### src/rtl/usb_rx_word_fifo.sv
// usb_rx_word_fifo: packs received USB bytes into BYTES_PER_WORD-byte words and queues
// them, each tagged with its valid byte count, in a DEPTH-entry show-ahead FIFO.
// A partial word is flushed at end of packet. Overflow is sticky. buff_clear is a
// synchronous clear.
// Build option: define USB_RX_BYTE_SWAP_EN for big-endian packing, where the first byte
// goes to the most significant byte and a partial word is left-aligned.
module usb_rx_word_fifo #(
  parameter int unsigned BYTES_PER_WORD = 4,
  parameter int unsigned DEPTH          = 4
) (
  input  logic                                   clk,
  input  logic                                   n_rst,
  input  logic                                   byte_received,
  input  logic                                   data_en,
  input  logic [7:0]                             data,
  input  logic                                   eop,
  input  logic                                   buff_clear,
  input  logic                                   rd_en,
  output logic [8*BYTES_PER_WORD-1:0]            rd_data,
  output logic [$clog2(BYTES_PER_WORD+1)-1:0]    rd_bytes,
  output logic                                   word_valid,
  output logic                                   buff_full,
  output logic [$clog2(DEPTH+1)-1:0]             word_count,
  output logic                                   overflow
);

  localparam int unsigned DataW = 8 * BYTES_PER_WORD;
  localparam int unsigned CntW  = $clog2(BYTES_PER_WORD + 1);
  localparam int unsigned PtrW  = $clog2(DEPTH);
  localparam int unsigned WcW   = $clog2(DEPTH + 1);

  logic [DataW-1:0] asm_q, asm_d;
  logic [CntW-1:0]  cnt_q, cnt_d;
  logic [PtrW-1:0]  wr_ptr_q, wr_ptr_d;
  logic [PtrW-1:0]  rd_ptr_q, rd_ptr_d;
  logic [WcW-1:0]   count_q, count_d;
  logic             overflow_q, overflow_d;

  logic [DataW-1:0] mem_data_q  [DEPTH];
  logic [CntW-1:0]  mem_bytes_q [DEPTH];

  logic             accept;
  logic [DataW-1:0] asm_word;
  logic [CntW-1:0]  push_bytes;
  logic             push;
  logic             pop;
  logic             full;
  logic             wr_en;
  logic             mem_we;

  // Merge the incoming byte into the assembler and decide whether a word completes.
  always_comb begin
    accept   = byte_received & data_en;
    asm_word = asm_q;
    for (int k = 0; k < int'(BYTES_PER_WORD); k++) begin
      if (accept && cnt_q == CntW'(k)) begin
`ifdef USB_RX_BYTE_SWAP_EN
        asm_word[8*(int'(BYTES_PER_WORD)-1-k) +: 8] = data;
`else
        asm_word[8*k +: 8] = data;
`endif
      end
    end
    push_bytes = cnt_q + CntW'(accept);
    // A byte accepted alongside eop is part of the flushed word.
    push = (accept && cnt_q == CntW'(BYTES_PER_WORD - 1)) || (eop && push_bytes != '0);
  end

  // Next-state for assembler, pointers, occupancy and overflow; clear wins over everything.
  always_comb begin
    full       = (count_q == WcW'(DEPTH));
    pop        = rd_en && (count_q != '0);
    // A push into a full FIFO is only kept if a pop frees the head slot this cycle.
    wr_en      = push && (!full || pop);
    mem_we     = 1'b0;
    asm_d      = asm_q;
    cnt_d      = cnt_q;
    wr_ptr_d   = wr_ptr_q;
    rd_ptr_d   = rd_ptr_q;
    count_d    = count_q;
    overflow_d = overflow_q;
    if (buff_clear) begin
      asm_d      = '0;
      cnt_d      = '0;
      wr_ptr_d   = '0;
      rd_ptr_d   = '0;
      count_d    = '0;
      overflow_d = 1'b0;
    end else begin
      mem_we     = wr_en;
      asm_d      = push ? '0 : asm_word;
      cnt_d      = push ? '0 : push_bytes;
      overflow_d = overflow_q | (push && !wr_en);
      if (wr_en) wr_ptr_d = wr_ptr_q + PtrW'(1);
      if (pop)   rd_ptr_d = rd_ptr_q + PtrW'(1);
      if (wr_en && !pop)      count_d = count_q + WcW'(1);
      else if (!wr_en && pop) count_d = count_q - WcW'(1);
    end
  end

  // Control state register.
  always_ff @(posedge clk or negedge n_rst) begin
    if (!n_rst) begin
      asm_q      <= '0;
      cnt_q      <= '0;
      wr_ptr_q   <= '0;
      rd_ptr_q   <= '0;
      count_q    <= '0;
      overflow_q <= 1'b0;
    end else begin
      asm_q      <= asm_d;
      cnt_q      <= cnt_d;
      wr_ptr_q   <= wr_ptr_d;
      rd_ptr_q   <= rd_ptr_d;
      count_q    <= count_d;
      overflow_q <= overflow_d;
    end
  end

  // FIFO storage; contents are don't-care while empty since the outputs are gated.
  always_ff @(posedge clk) begin
    if (mem_we) begin
      mem_data_q[wr_ptr_q]  <= asm_word;
      mem_bytes_q[wr_ptr_q] <= push_bytes;
    end
  end

  // Show-ahead outputs, forced to zero while empty.
  always_comb begin
    word_valid = (count_q != '0);
    buff_full  = (count_q == WcW'(DEPTH));
    word_count = count_q;
    overflow   = overflow_q;
    rd_data    = word_valid ? mem_data_q[rd_ptr_q] : '0;
    rd_bytes   = word_valid ? mem_bytes_q[rd_ptr_q] : '0;
  end

endmodule

### config.mk
export PLATFORM = sky130hd
export DESIGN_NAME = usb_rx_word_fifo
export DESIGN_NICKNAME = d
export VERILOG_FILES = /design/src/rtl/usb_rx_word_fifo.sv
export SDC_FILE = /design/constraint.sdc
export NUM_CORES = 1
export LEC_CHECK = 0
export ABC_AREA = 1
export CORE_MARGIN = 3
export CORE_UTILIZATION = 24
export DETAILED_ROUTE_END_ITERATION = 6
export PLACE_DENSITY_LB_ADDON = 0.1
export SYNTH_ARGS = -nofsm -noshare
export SYNTH_HDL_FRONTEND = slang
export SYNTH_SLANG_ARGS = --single-unit
### constraint.sdc
create_clock -name clk -period 6.05 [get_ports clk]
set_input_delay 1.21 -clock clk [delete_from_list [all_inputs] [get_ports clk]]
set_output_delay 1.21 -clock clk [all_outputs]
set_load 0.02 [all_outputs]
==> results.sh <==
export IMPL_regToRegSetupSlack_ns=3.02
export IMPL_post_cts_buffers=0
export IMPL_fp_dieH_um=184
export IMPL_synth_edff_count=140
export IMPL_period_needed_ns=4.42
export IMPL_crit_required_ns=4.84
export IMPL_syn2layout_area_growth_pct=21.1
export IMPL_synthesis_nets=728
export IMPL_worstPathMaxFanout=37
export IMPL_wl_mm=19.7
export IMPL_initialDrtViolationCount=237
export IMPL_yosys_area_top_type="edfxtp_1"
export IMPL_synth_cell_types=22
export IMPL_wl_met3_um=424
export IMPL_netlist_area_um2=7570
export IMPL_drv_slew=0
export IMPL_io_buffers=55
export IMPL_die_area_um2=33700
export IMPL_grt_pass1_wl_mm=30.4
export IMPL_path_clk_slew_ns=0.07
export IMPL_synthTopCellsByCount="nor2_1 (185), edfxtp_1 (140), o21ai_0 (105), inv_1 (81), nand2_1 (53)"
export IMPL_cp_end_kind="output pin"
export IMPL_leakagePower_uw=0.00369
export IMPL_ys_dominant_reg_cell="edfxtp_1"
export IMPL_rsz0062_at_grt="false"
export IMPL_fin_crit_sh_pct=73.1
export IMPL_grt_total_usage_pct=12.0
export IMPL_synth_area_per_cell_um2=10.7
export IMPL_startpoint="rd_ptr_q[1]"
export IMPL_clockBufferDepth=2
export IMPL_max_cap_viol_count=0
export IMPL_powerDensity_nw_per_um2=422
export IMPL_reg2reg_from="cnt_q[0]"
export IMPL_vias_per_cell=4.22
export IMPL_vias=4921
export IMPL_fin_tns_setup_ns=0
export IMPL_p_int_uw=2500
export IMPL_combinationalPowerShare_pct=33.3
export IMPL_cts_max_level=4
export IMPL_start_util_pct=24.6
export IMPL_dp_hpwl_mm=11.7
export IMPL_nets=780
export IMPL_cts_resized_gates=0
export IMPL_hold_path_class="flip-flop to flip-flop"
export IMPL_design_area_um2=9170
export IMPL_cts_tree="built"
export IMPL_dr_max_layer_used="met4"
export IMPL_rr_worst_depth=11
export IMPL_worst_pin_slew_ns=0.957
export IMPL_cts_hold_buf=0
export IMPL_r2r_end="mem_data_q[0][25]"
export IMPL_hold_violations=0
export IMPL_num_antenna_cells=0
export IMPL_clock_sinks=183
export IMPL_synth_top_area_share_pct=55.5
export IMPL_root_buffer="clkbuf_16"
export IMPL_core_area_um2=30800
export IMPL_die_w_um=184
export IMPL_p_clk_share_pct=28.7
export IMPL_arrival_ns=3.21
export IMPL_fmax_mhz=226
export IMPL_antenna_found_initial=0
export IMPL_yosysSeqAreaShare_pct=69.7
export IMPL_yosysMostFrequentCell="nor2_1"
export IMPL_p_switching_uw=1370
export IMPL_relSlewSlack_pct=36.2
export IMPL_synth_area_top_cells="edfxtp_1 (56%), dfrtp_1 (14%), nor2_1 (9.2%), o21ai_0 (6.9%), inv_1 (4.0%)"
export IMPL_finalSetupViolCount=0
export IMPL_ys_warn_count=0
export IMPL_async_reset_ff_share_pct=23.5
export IMPL_drc=0
export IMPL_worstSkewPairLatency_ns=0.42
export IMPL_pwr_share_seq_pct=38.0
export IMPL_drtAntennaViolNets=0
export IMPL_irDropWorstVdd_v=0.000199
export IMPL_fp_row_count=64
export IMPL_numCtsBuffers=17
export IMPL_io_pins=56
export IMPL_first_pass_iters=6
export IMPL_fin_skew_ns=0.0120
export IMPL_ys_ff_latch=183
export IMPL_wl_met2_mm=9.79
export IMPL_placed_area_um2=8590
export IMPL_crit_type="flip-flop to output pin"
export IMPL_grt_pass1_vias=5056
export IMPL_drive_gt1_share_pct=8.30
export IMPL_grt_max_degree=50
export IMPL_grt_overflow_total=0
export IMPL_endpoint="rd_data[23]"
export IMPL_m1WireLength_mm=9.16
export IMPL_gp_congestion=0.695
export IMPL_wl_per_cell_um=16.9
export IMPL_cp_start_kind="flip-flop"
export IMPL_status="completed"
export IMPL_synthCells=706
export IMPL_holdWs_ns=0.521
export IMPL_switching_share_pct=35.3
==> worst min-delay path by stage <==
stage | startpoint | end | slack, ns | depth (start not counted)
finish | overflow | overflow | 0.52 | 2
detailed placement | overflow | overflow | 0.51 | 2
CTS | overflow | overflow | 0.53 | 2
global placement | overflow | overflow | 0.51 | 2
global route | overflow | overflow | 0.57 | 2
floorplan | wr_ptr_q[1] | wr_ptr_q[1] | 0.58 | 2
==> layout make-up <==
class / instances / area, um^2
multi-input cells: 408 / 1880
fillers: 3122 / 21700
inverters: 83 / 312
flip-flops and latches: 183 / 5280
well taps: 396 / 495
repair buffers: 65 / 621
clock inverters: 13 / 141
clock buffers: 19 / 443
==> power by group through the flow <==
stage	Combinational, uW	Clock (uW)	Sequential (uW)
3_3_place_gp	1320	0	1500
5_1_grt	1420	1190	1480
3_5_place_dp	1320	0	1500
6_report	1290	1110	1470
4_1_cts	1320	1140	1470
2_1_floorplan	720	0	1450
==> flip-flops by register name, summed over array words and instances, names as in the netlist <==
name,flops
overflow,1
mem_bytes_q,12
word_count,3
asm_q,32
cnt_q,3
mem_data_q,128
wr_ptr_q,2
rd_ptr_q,2
==> worst max-delay path, stage by stage, from the launching register on <==
cell and delay (ns):
dfrtp_2 0.89, inv_2 0.60, nor2_1 0.21, o21ai_0 0.09, a21oi_1 0.30, clkdlybuf4s50_1 0.68
==> metal layers <==
layer / vias to the layer above / global-route usage (%)
met5: - / 0
met1: 2421 / 15.6
met4: 0 / 3.93
li1: 2430 / -
met3: 17 / 1.96
met2: 53 / 20.6
==> per-stage QoR <==
stage          util (%)  std cells  worst slack, ns  total power [uW]
5_1_grt            29.8       1167             1.41              4090
4_1_cts            29.8       1167             1.57              3940
3_5_place_dp       27.9       1135             1.60              2820
6_report           29.8       1167             1.63              3870
2_1_floorplan         -        706             1.67              2170
3_3_place_gp       27.9       1135             1.64              2820
==> cells by family (layout without fill, tap and decap cells) <==
kind of cell | Yosys count | count (layout) | share of synthesized area, %
buffers and inverters | 115 | 180 | 5.87
adder cells (fa/ha/maj) | 7 | 7 | 1.26
AND/OR/NAND/NOR | 255 | 255 | 13.4
XOR/XNOR | 1 | 1 | 0.116
flip-flops | 183 | 183 | 69.7
AO/OA/AOI/OAI | 145 | 145 | 9.65
==> cell usage in the layout, fill, tap and decap left out, drive strengths merged <==
| master | instances |
|---|---|
| or2 | 8 |
| buf | 11 |
| clkinvlp | 2 |
| nand2 | 53 |
| clkinv | 5 |
| o21ai | 105 |
| fa | 1 |
| nand3 | 5 |
| a31oi | 1 |
| nand4 | 1 |
| xnor2 | 1 |
| clkbuf | 19 |
| a21oi | 39 |
| bufinv | 2 |
| dfrtp | 43 |
| ha | 6 |
| nor2 | 187 |
| inv | 87 |
| edfxtp | 140 |
| nor3 | 1 |
| clkdlybuf4s50 | 54 |
Power figures use the tool's default switching activity.
